### src/rtl/picomips_pkg.sv
// picoMIPS shared definitions: opcodes, ALU function codes, decode types.
// Imported by the decoder and the ALU.
package picomips_pkg;

  localparam int A_SIZE = 2;
  localparam int O_SIZE = 6;

  typedef logic [A_SIZE-1:0] alu_func_t;
  typedef logic [O_SIZE-1:0] opcode_t;

  localparam opcode_t NOP  = 6'h00;
  localparam opcode_t ADD  = 6'h01;
  localparam opcode_t ADDI = 6'h02;
  localparam opcode_t SUB  = 6'h03;
  localparam opcode_t SUBI = 6'h04;
  localparam opcode_t MUL  = 6'h05;
  localparam opcode_t MULI = 6'h06;
  localparam opcode_t LIR  = 6'h07;

  localparam alu_func_t RA   = 2'b00;
  localparam alu_func_t RADD = 2'b01;
  localparam alu_func_t RSUB = 2'b10;
  localparam alu_func_t RMUL = 2'b11;

endpackage

### src/rtl/picomips_decoder_sync2.sv
// Two-flop synchroniser with asynchronous active-low clear.
// Output lags the input by two rising edges.
module sync2 (
  input  logic i_clk,
  input  logic i_rst_n,
  input  logic i_d,
  output logic o_q
);

  logic r_s1;
  logic r_s2;

  always_ff @(posedge i_clk or negedge i_rst_n) begin
    if (!i_rst_n) begin
      r_s1 <= 1'b0;
      r_s2 <= 1'b0;
    end else begin
      r_s1 <= i_d;
      r_s2 <= r_s1;
    end
  end

  assign o_q = r_s2;

endmodule

### src/rtl/picomips_decoder.sv
// picoMIPS instruction decoder: opcode -> ALU function, operand
// selects and PC advance; SW8 gates PC on LIR.
module picomips_decoder
  import picomips_pkg::*;
#(
  parameter int A_SIZE = picomips_pkg::A_SIZE,
  parameter int O_SIZE = picomips_pkg::O_SIZE
) (
  input  logic              clk,
  input  logic              nReset,
  input  logic [O_SIZE-1:0] opcode,
  input  logic              SW8,
  output logic [A_SIZE-1:0] ALUfunc,
  output logic              imm,
  output logic              immswitches,
  output logic              PCincr
);

  logic      w_sw8_sync;
  logic      w_pc_en;
  alu_func_t w_func;

  sync2 u_sync2 (
    .i_clk   (clk),
    .i_rst_n (nReset),
    .i_d     (SW8),
    .o_q     (w_sw8_sync)
  );

  // Undefined and unknown opcodes fall to the NOP defaults.
  always_comb begin
    w_func      = RA;
    imm         = 1'b0;
    immswitches = 1'b0;
    w_pc_en     = 1'b1;
    case (opcode)
      ADD:  w_func = RADD;
      ADDI: begin
        w_func = RADD;
        imm    = 1'b1;
      end
      SUB:  w_func = RSUB;
      SUBI: begin
        w_func = RSUB;
        imm    = 1'b1;
      end
      MUL:  w_func = RMUL;
      MULI: begin
        w_func = RMUL;
        imm    = 1'b1;
      end
      LIR: begin
        immswitches = 1'b1;
        w_pc_en     = w_sw8_sync;
      end
      default: ;
    endcase
  end

  assign ALUfunc = w_func;
  // PC is held while reset is asserted, whatever the opcode.
  assign PCincr  = w_pc_en & nReset;

endmodule

### config.mk
export PLATFORM = sky130hd
export DESIGN_NAME = picomips_decoder
export DESIGN_NICKNAME = d
export VERILOG_FILES = /design/src/rtl/picomips_pkg.sv /design/src/rtl/picomips_decoder_sync2.sv /design/src/rtl/picomips_decoder.sv
export SDC_FILE = /design/constraint.sdc
export NUM_CORES = 1
export LEC_CHECK = 0
export ABC_AREA = 1
export CAP_MARGIN = 10
export CORE_AREA = 2 2 39 41
export CTS_CLUSTER_DIAMETER = 80
export DETAILED_ROUTE_END_ITERATION = 8
export DIE_AREA = 0 0 41 43
export GPL_TIMING_DRIVEN = 0
export PLACE_DENSITY_LB_ADDON = 0.2
export RECOVER_POWER = 50
export SLEW_MARGIN = 40
export SYNTH_ARGS = -nofsm -noshare
export SYNTH_HDL_FRONTEND = slang
export SYNTH_SLANG_ARGS = --single-unit
### constraint.sdc
create_clock -name clk -period 1.3 [get_ports clk]
set_input_delay 0.13 -clock clk [delete_from_list [all_inputs] [get_ports clk]]
set_output_delay 0.13 -clock clk [all_outputs]
set_load 0.01 [all_outputs]
==> impl_metrics.ini, run 1 <==
[worst_setup_path]
slowest_delay_ps = 340
rr_worst_depth = 0
r2r_start = u_sync2.r_s1
setup.worst_path.start_class = flop
cp_slowest_cell = dfrtp_1
cp_max_fo = 1
cpMostUsedCell = inv_1
crit_chain = inv_1, nand3_1, nand2_1, inv_1, dlygate4sd2_1
critPathLaunch = u_sync2.o_q
critPathArrivalTime_ps = 1040
crit_required_ps = 1170
crit_type = flop to output port
crit_path_end_kind = output port

[routing]
detail_route.vias_per_cell = 3.66
dr.pass1.iters = 2
wire_per_inst_microns = 8.13
drc = 0
routed_wl_microns = 455
drtIter0Drc = 4
antenna_left = 0
num_vias = 205

[place]
place_congestion = 0.639
dp_hpwl_microns = 360
portBuffers = 13
numPlacedInstances = 53

[clock_tree]
cts_hold_buffers = 0
htree_levels = 1
clk_pin_slew_ps = 30
cts.sinks = 2
clock_latency_ps = 220
cts-root-buf = clkbuf_4
clock_path_buffers = 2
post_cts.repair.setup_buffers = 0
cts_tree = done
cts_buffers = 3

[die]
io_pins = 14
core.rowCount = 14
die_y_microns = 43
die_w_microns = 41
core-area_sq_mm = 0.00138
start_util_pct = 11.8
die_area_sq_mm = 0.00176

[layout]
n_antenna_cell = 0
final_layout_size_suffix_gt1_share_pct = 30.0
final_cells = 56
finalNetCount = 51
area_growth_pct = 96.2
fillers = 158

[synthesis]
ys_seq_area_share_pct = 30.5
synthSimpleGateAreaFrac_pct = 47.3
async_reset_ff_share_pct = 100
synth.area.mux_share_pct = 0
synth_area_leaders = dfrtp_1 (31%), inv_1 (11%), nand2_1 (11%)
synthCells = 24
ys_warn_count = 0
syn_area_sq_um = 164
synth_common_cells = inv_1 (5), nand2_1 (5), nor2_1 (4), dfrtp_1 (2), nand3_1 (2)
synth_top_cell_by_area = dfrtp_1
synth-edff-count = 0
yosysUniqueCellTypes = 11
syn_nets = 33
synth_top_flop_cell = dfrtp_1
synth-compound-area-share_pct = 10.7
synth_top_family_by_area = simple AND/OR/NAND/NOR gates
synth-seq-cells = 2
avgSynthCellArea_sq_um = 6.83
synth_top_area_share_pct = 30.5
synthAdderAreaFrac_pct = 0
synth_xor_area_share_pct = 0

[sta]
max_freq_ghz = 0.853
min_period_ps = 1170
skew_ps = 0.965
slew_violations = 0
period_share_pct = 90.2
whs_ps = 84.0
setup_viol = 0
tightest_slew_ps = 123
max-slew-margin-rel_pct = 91.8
setup_tns_ps = 0
grt_setup_unrepaired = no
report.final.hold_viol_count = 0

[power]
p_leak_uw = 0.000168
irDropWorstVdd_mv = 0.533
p_total_uw = 256
power_density_mw_per_mm2 = 796

[min_path]
min_path_type = primary input to asynchronous set/reset pin

[grt]
grt_overflow_total = 0
met2_usage_pct = 7.81
grt_pass1_vias = 184
use_met1_pct = 7.07
top_usage_layer = met2
grt_max_degree = 5
grt_antenna_before_repair = 0
grt_util_all_layers_pct = 6.12
grt_pass1_wl_microns = 703
grt.met3_usage_pct = 2.62

[run]
max_cap_viol_count = 0

[outcome]
outcome = finished clean
cell families (layout without fill, tap and decap cells):
logic type / count (synthesis) / in the layout
AO/OA/AOI/OAI: 2 / 2
flip-flops: 2 / 2
buffers and inverters: 5 / 21
AND/OR/NAND/NOR: 15 / 15
timing repair:
action,in CTS,in global routing
setup endpoints to repair,5,0
hold endpoints to repair,0,0
resized for setup,21,0
layer usage:
metal / share of wire, % / routed length (microns)
met5: 0 / 0
met2: 38 / 171
met1: 43 / 194
met3: 20 / 89
met4: 0 / 0
critical path, delay by kind of cell, from the launching register on:
family / cells / cell delay, ps
buffers and inverters: 3 / 350
flip-flops: 1 / 340
AND/OR/NAND/NOR: 2 / 130
state kept, by name (all words and copies together), names as in the netlist:
register,cells
u_sync2.r_s1,1
u_sync2.o_q,1
power by group:
group | leakage [uW] | internal, uW | switching [uW]
Sequential | 0.0000233 | 65.9 | 0.687
Combinational | 0.000131 | 26.8 | 27.0
Clock | 0.0000138 | 102 | 34.1
Total | 0.000168 | 194 | 61.7
cell type report:
type	instances	area (sq um)	area share [%]
inverter	5	18.8	5.84
timing repair buffer	13	111	34.6
clock buffer	3	22.5	7.00
sequential	2	50.0	15.6
multi-input combinational	17	98.8	30.7
tap	16	20.0	6.23
placed cells by master (no fill, tap or decap):
cell type and count:
nor2_4 1, clkdlybuf4s50_1 1, o21ai_2 1, nand3_2 1, or2_1 1, clkbuf_4 3, nand3_1 2, nand2_1 5
dlygate4sd3_1 1, inv_2 1, buf_2 2, o22ai_2 1, nor2_1 4, dfrtp_1 2, clkdlybuf4s15_2 1, nand2_2 1
dlygate4sd2_1 8, inv_1 4
stage by stage:
| stage | instance area, sq um | worst slack [ps] | utilization [%] |
|---|---|---|---|
| after floorplan | 164 | 624 | - |
| after global placement | 314 | -359 | 22.7 |
| after detailed placement | 314 | -377 | 22.7 |
| after CTS | 322 | 99.3 | 23.2 |
| after global routing | 322 | 51.9 | 23.2 |
| final | 322 | 127 | 23.2 |
final timing paths:
check / end / slack, ps
setup reg to reg: u_sync2.o_q / 840
min in group clk: u_sync2.o_q / 350
setup / recovery: PCincr / 130
max in group asynchronous: u_sync2.o_q / 1080
hold reg to reg: u_sync2.o_q / 350
hold / removal: u_sync2.r_s1 / 80
Power figures use the tool's default switching activity.
==> run 2: changes to the inputs <==
GPL_TIMING_DRIVEN = not set   (was 0)
MAX_ROUTING_LAYER = met4   (was not set)
SYNTH_HIERARCHICAL = 1   (was not set)
==> impl_metrics.ini, run 2 <==
[clock_tree]
clk_pin_slew_ps = 30
htree_levels = 1
cts_tree = done
cts-root-buf = clkbuf_4
cts.sinks = 2
clock_path_buffers = 2
clock_latency_ps = 230
cts_buffers = 3
post_cts.repair.setup_buffers = 0

[synthesis]
synth_common_cells = inv_1 (5), nand2_1 (5), nor2_1 (4), dfrtp_1 (2), nand3_1 (2)
ys_warn_count = 6
synth-seq-cells = 2
avgSynthCellArea_sq_um = 6.83
synthCells = 24
syn_area_sq_um = 164
yosysUniqueCellTypes = 11
synth_top_cell_by_area = dfrtp_1
async_reset_ff_share_pct = 100
synth_area_leaders = dfrtp_1 (31%), inv_1 (11%), nand2_1 (11%)
ys_seq_area_share_pct = 30.5
synth_top_flop_cell = dfrtp_1
synth-edff-count = 0
synth_top_area_share_pct = 30.5
syn_nets = 33

[grt]
grt_pass1_wl_microns = 717
grt_antenna_before_repair = 0
grt_pass1_vias = 208
met2_usage_pct = 8.44
grt_util_all_layers_pct = 7.08
use_met1_pct = 6.71
grt.met3_usage_pct = 3.14
grt_overflow_total = 0
top_usage_layer = met4
grt_max_degree = 5

[worst_setup_path]
crit_type = primary input to output port
path_buf_inv = 3
crit_required_ps = 1170
cp_slowest_cell = dlygate4sd3_1
crit_path_end_kind = output port
cp_max_fo = 2
slowest_delay_ps = 550
cpLargestDelayFamily = buffers and inverters
reg2reg_slack_ps = 830
crit_chain = dlygate4sd3_1, nand2_1, inv_1, dlygate4sd2_1
critPathArrivalTime_ps = 1050
setup.worst_path.start_class = primary input

[sta]
slew_violations = 0
period_share_pct = 90.5
report.final.hold_viol_count = 0
max_freq_ghz = 0.850
grt_setup_unrepaired = no
setup_viol = 0
tightest_slew_ps = 121
fin_ws_ps = 123
max-slew-margin-rel_pct = 91.9
skew_ps = 1.96
min_period_ps = 1180

[routing]
antenna_left = 0
routed_wl_microns = 451
detail_route.vias_per_cell = 3.51
drc = 0
dr.pass1.iters = 2
num_vias = 200
drtIter0Drc = 1
wire_per_inst_microns = 7.91

[power]
power_density_mw_per_mm2 = 805
p_leak_uw = 0.000169
irDropWorstVdd_mv = 0.424

[layout]
area_growth_pct = 95.4
finalNetCount = 52
final_cell_mix = dlygate4sd2_1 (8), nand2_1 (5), nor2_1 (4), inv_1 (4), clkbuf_4 (3)
final_layout_size_suffix_gt1_share_pct = 24.4
fillers = 154
layout_commonest_cell = dlygate4sd2_1
n_antenna_cell = 0
final_cells = 57

[place]
portBuffers = 13
dp_slack_ps = -354
dp_hpwl_microns = 355
numPlacedInstances = 54
place_congestion = 0.681

[die]
die_y_microns = 43
core.rowCount = 14
die_w_microns = 41
die_area_sq_mm = 0.00176
start_util_pct = 11.8
core-area_sq_mm = 0.00138
io_pins = 14

[min_path]
min_path_type = primary input to asynchronous set/reset pin

[outcome]
outcome = finished clean

[run]
max_cap_viol_count = 0
run 2: through the flow:
step	area [sq um]	setup TNS (ps)	total power [uW]	hold slack, ps	utilization, %
5_1_grt	320	0	285	259	23.1
3_5_place_dp	322	-1620	133	348	23.2
3_3_place_gp	322	-1640	134	335	23.2
2_1_floorplan	164	0	88.9	-166	-
4_1_cts	324	0	271	168	23.4
6_report	320	0	258	241	23.1
run 2: report_power, final:
part	total, uW	leakage [uW]	internal, uW	switching (uW)
logic	52.4	0.000132	26.2	26.2
registers	66.7	0.0000233	65.9	0.784
clock network	139	0.0000138	102	37.0
run 2: what timing repair did:
action                                  CTS  global route
hold endpoints to repair                  0             0
hold buffers                              0             0
gates resized for setup                  19             0
endpoints found under the setup margin    5             0
run 2: final cells by class:
cell class	instances	area (sq um)	area share (%)
flip-flops and latches	2	50.0	15.6
well taps	16	20.0	6.25
repair buffers	14	114	35.5
clock buffers	3	22.5	7.03
multi-input cells	17	95.1	29.7
inverters	5	18.8	5.86
run 2: final timing paths:
path | from | end | cells past startpoint
max | nReset | PCincr | 4
min | nReset | u_sync2/r_s1 | 2
max reg2reg | u_sync2/r_s1 | u_sync2/o_q | 0
min reg2reg | u_sync2/r_s1 | u_sync2/o_q | 0
max in group asynchronous | nReset | u_sync2/o_q | 2
min in group clk | u_sync2/r_s1 | u_sync2/o_q | 0
run 2: cell families after synthesis:
kind of cell    Yosys count  synth area share, %
compound gates            2                 10.7
flops                     2                 30.5
simple gates             15                 47.3
buf+inv                   5                 11.5
run 2: routing by layer:
layer  wire length, microns  part of all wire, %
met1                    187                   41
met2                    167                   37
met3                     77                   17
met4                     19                  4.2
met5                      0                    0
==> run 3: changes to the inputs <==
PLACE_DENSITY = 0.46   (was not set)
PLACE_DENSITY_LB_ADDON = not set   (was 0.2)
==> impl_metrics.ini, run 3 (synthesis gave the netlist of run 2 again) <==
[clock_tree]
cts.sinks = 2
clk_pin_slew_ps = 30
clock_path_buffers = 2
cts-root-buf = clkbuf_4
cts_buffers = 3
htree_levels = 1
clock_latency_ps = 220
cts_tree = done

[layout]
area_growth_pct = 106
fillers = 153
final_layout_size_suffix_gt1_share_pct = 31.0
layout_commonest_cell = dlygate4sd2_1
multiInputGateArea_sq_um = 95.1
final_cells = 58
final_cell_mix = dlygate4sd2_1 (7), nand2_1 (5), nor2_1 (4), inv_1 (4)
n_antenna_cell = 0
finalNetCount = 53
utilization_pct = 24.4
register_area_sq_um = 50.0

[routing]
routed_wl_microns = 393
detail_route.vias_per_cell = 3.62
antenna_left = 0
dr.pass1.iters = 3
drtIter0Drc = 2
drc = 0
wire_per_inst_microns = 6.78
num_vias = 210

[power]
pwr-share-seq_pct = 26.1
switching_share_pct = 23.1
p_int_uw = 196
switchingPower_uw = 59.0
power_density_mw_per_mm2 = 755
pwr-share-comb_pct = 21.6
irDropWorstVdd_mv = 0.370
clock_power_share_pct = 52.2
p_leak_uw = 0.000167
p_total_uw = 255

[sta]
grt_setup_unrepaired = no
report.final.hold_viol_count = 0
skew_ps = 3.26
tightest_slew_ps = 118
max-slew-margin-rel_pct = 92.1
slew_violations = 0
min_period_ps = 1180
setup_viol = 0
period_share_pct = 90.6
max_freq_ghz = 0.849

[worst_setup_path]
slowest_delay_ps = 550
setup.worst_path.start_class = primary input
crit_required_ps = 1170
critPathLaunch = nReset
reg2reg_to = u_sync2/o_q
crit_chain = dlygate4sd3_1, nand2_1, inv_1, dlygate4sd2_1
crit_type = primary input to output port
cp_max_fo = 2
reg2reg_slack_ps = 830
r2r_start = u_sync2/r_s1
rr_worst_depth = 0
critPathArrivalTime_ps = 1050
crit_path_end_kind = output port
cp_slowest_cell = dlygate4sd3_1

[die]
io_pins = 14
start_util_pct = 11.8
core-area_sq_mm = 0.00138
die_w_microns = 41
die_area_sq_mm = 0.00176
die_y_microns = 43
core.rowCount = 14

[grt]
grt_max_degree = 5
grt_util_all_layers_pct = 5.87
grt_antenna_before_repair = 0
grt_pass1_vias = 180
grt_pass1_wl_microns = 621
grt_overflow_total = 0

[place]
place_congestion = 0.631
numPlacedInstances = 54
portBuffers = 13

[outcome]
outcome = finished clean

[run]
max_cap_viol_count = 0

[min_path]
min_path_type = primary input to asynchronous set/reset pin
[run 3: layer usage]
metal	wire length [microns]	track usage [%]
met1	172	5.48
met4	0	6.00
met2	197	7.81
met3	23	3.14
met5	0	-
[run 3: worst max-delay path: cells and delay by family]
kind                   cells  cell delay [ps]
buffers and inverters      3              850
AND/OR/NAND/NOR            1               70
[run 3: area by class of cell]
cell class	instances	area share, %
clock buffers	3	6.67
inverters	5	5.56
multi-input cells	17	28.1
flip-flops and latches	2	14.8
well taps	16	5.93
repair buffers	15	38.9
[run 3: worst max-delay path by stage]
| stage | to | slack (ps) | cells past startpoint |
|---|---|---|---|
| 2_1_floorplan | PCincr | 620 | 4 |
| 3_5_place_dp | imm | -360 | 5 |
| 5_1_grt | PCincr | 30 | 5 |
| 6_report | PCincr | 120 | 4 |
| 3_3_place_gp | ALUfunc[1] | -360 | 5 |
| 4_1_cts | PCincr | 110 | 5 |
[run 3: timing repair]
| action | in CTS | in global routing |
|---|---|---|
| endpoints found under the setup margin | 5 | 0 |
| setup buffers | 1 | 0 |
| resized for setup | 21 | 0 |
| hold buffers | 0 | 0 |
[run 3: stage by stage]
| stage | setup TNS (ps) | worst slack (ps) | hold WS, ps | area (sq um) |
|---|---|---|---|---|
| CTS | 0 | 111 | 173 | 342 |
| detailed placement | -1690 | -364 | 350 | 322 |
| global route | 0 | 27.4 | 257 | 338 |
| finish | 0 | 123 | 248 | 338 |
| global placement | -1630 | -361 | 336 | 322 |
| floorplan | 0 | 624 | -166 | 164 |
[run 3: power by group through the flow]
stage | clock network [uW] | logic [uW] | registers (uW)
floorplan | 0 | 21.8 | 67.1
global placement | 0 | 65.5 | 67.2
detailed placement | 0 | 65.7 | 67.3
CTS | 143 | 58.7 | 66.7
global route | 148 | 61.6 | 66.8
finish | 133 | 55.2 | 66.7
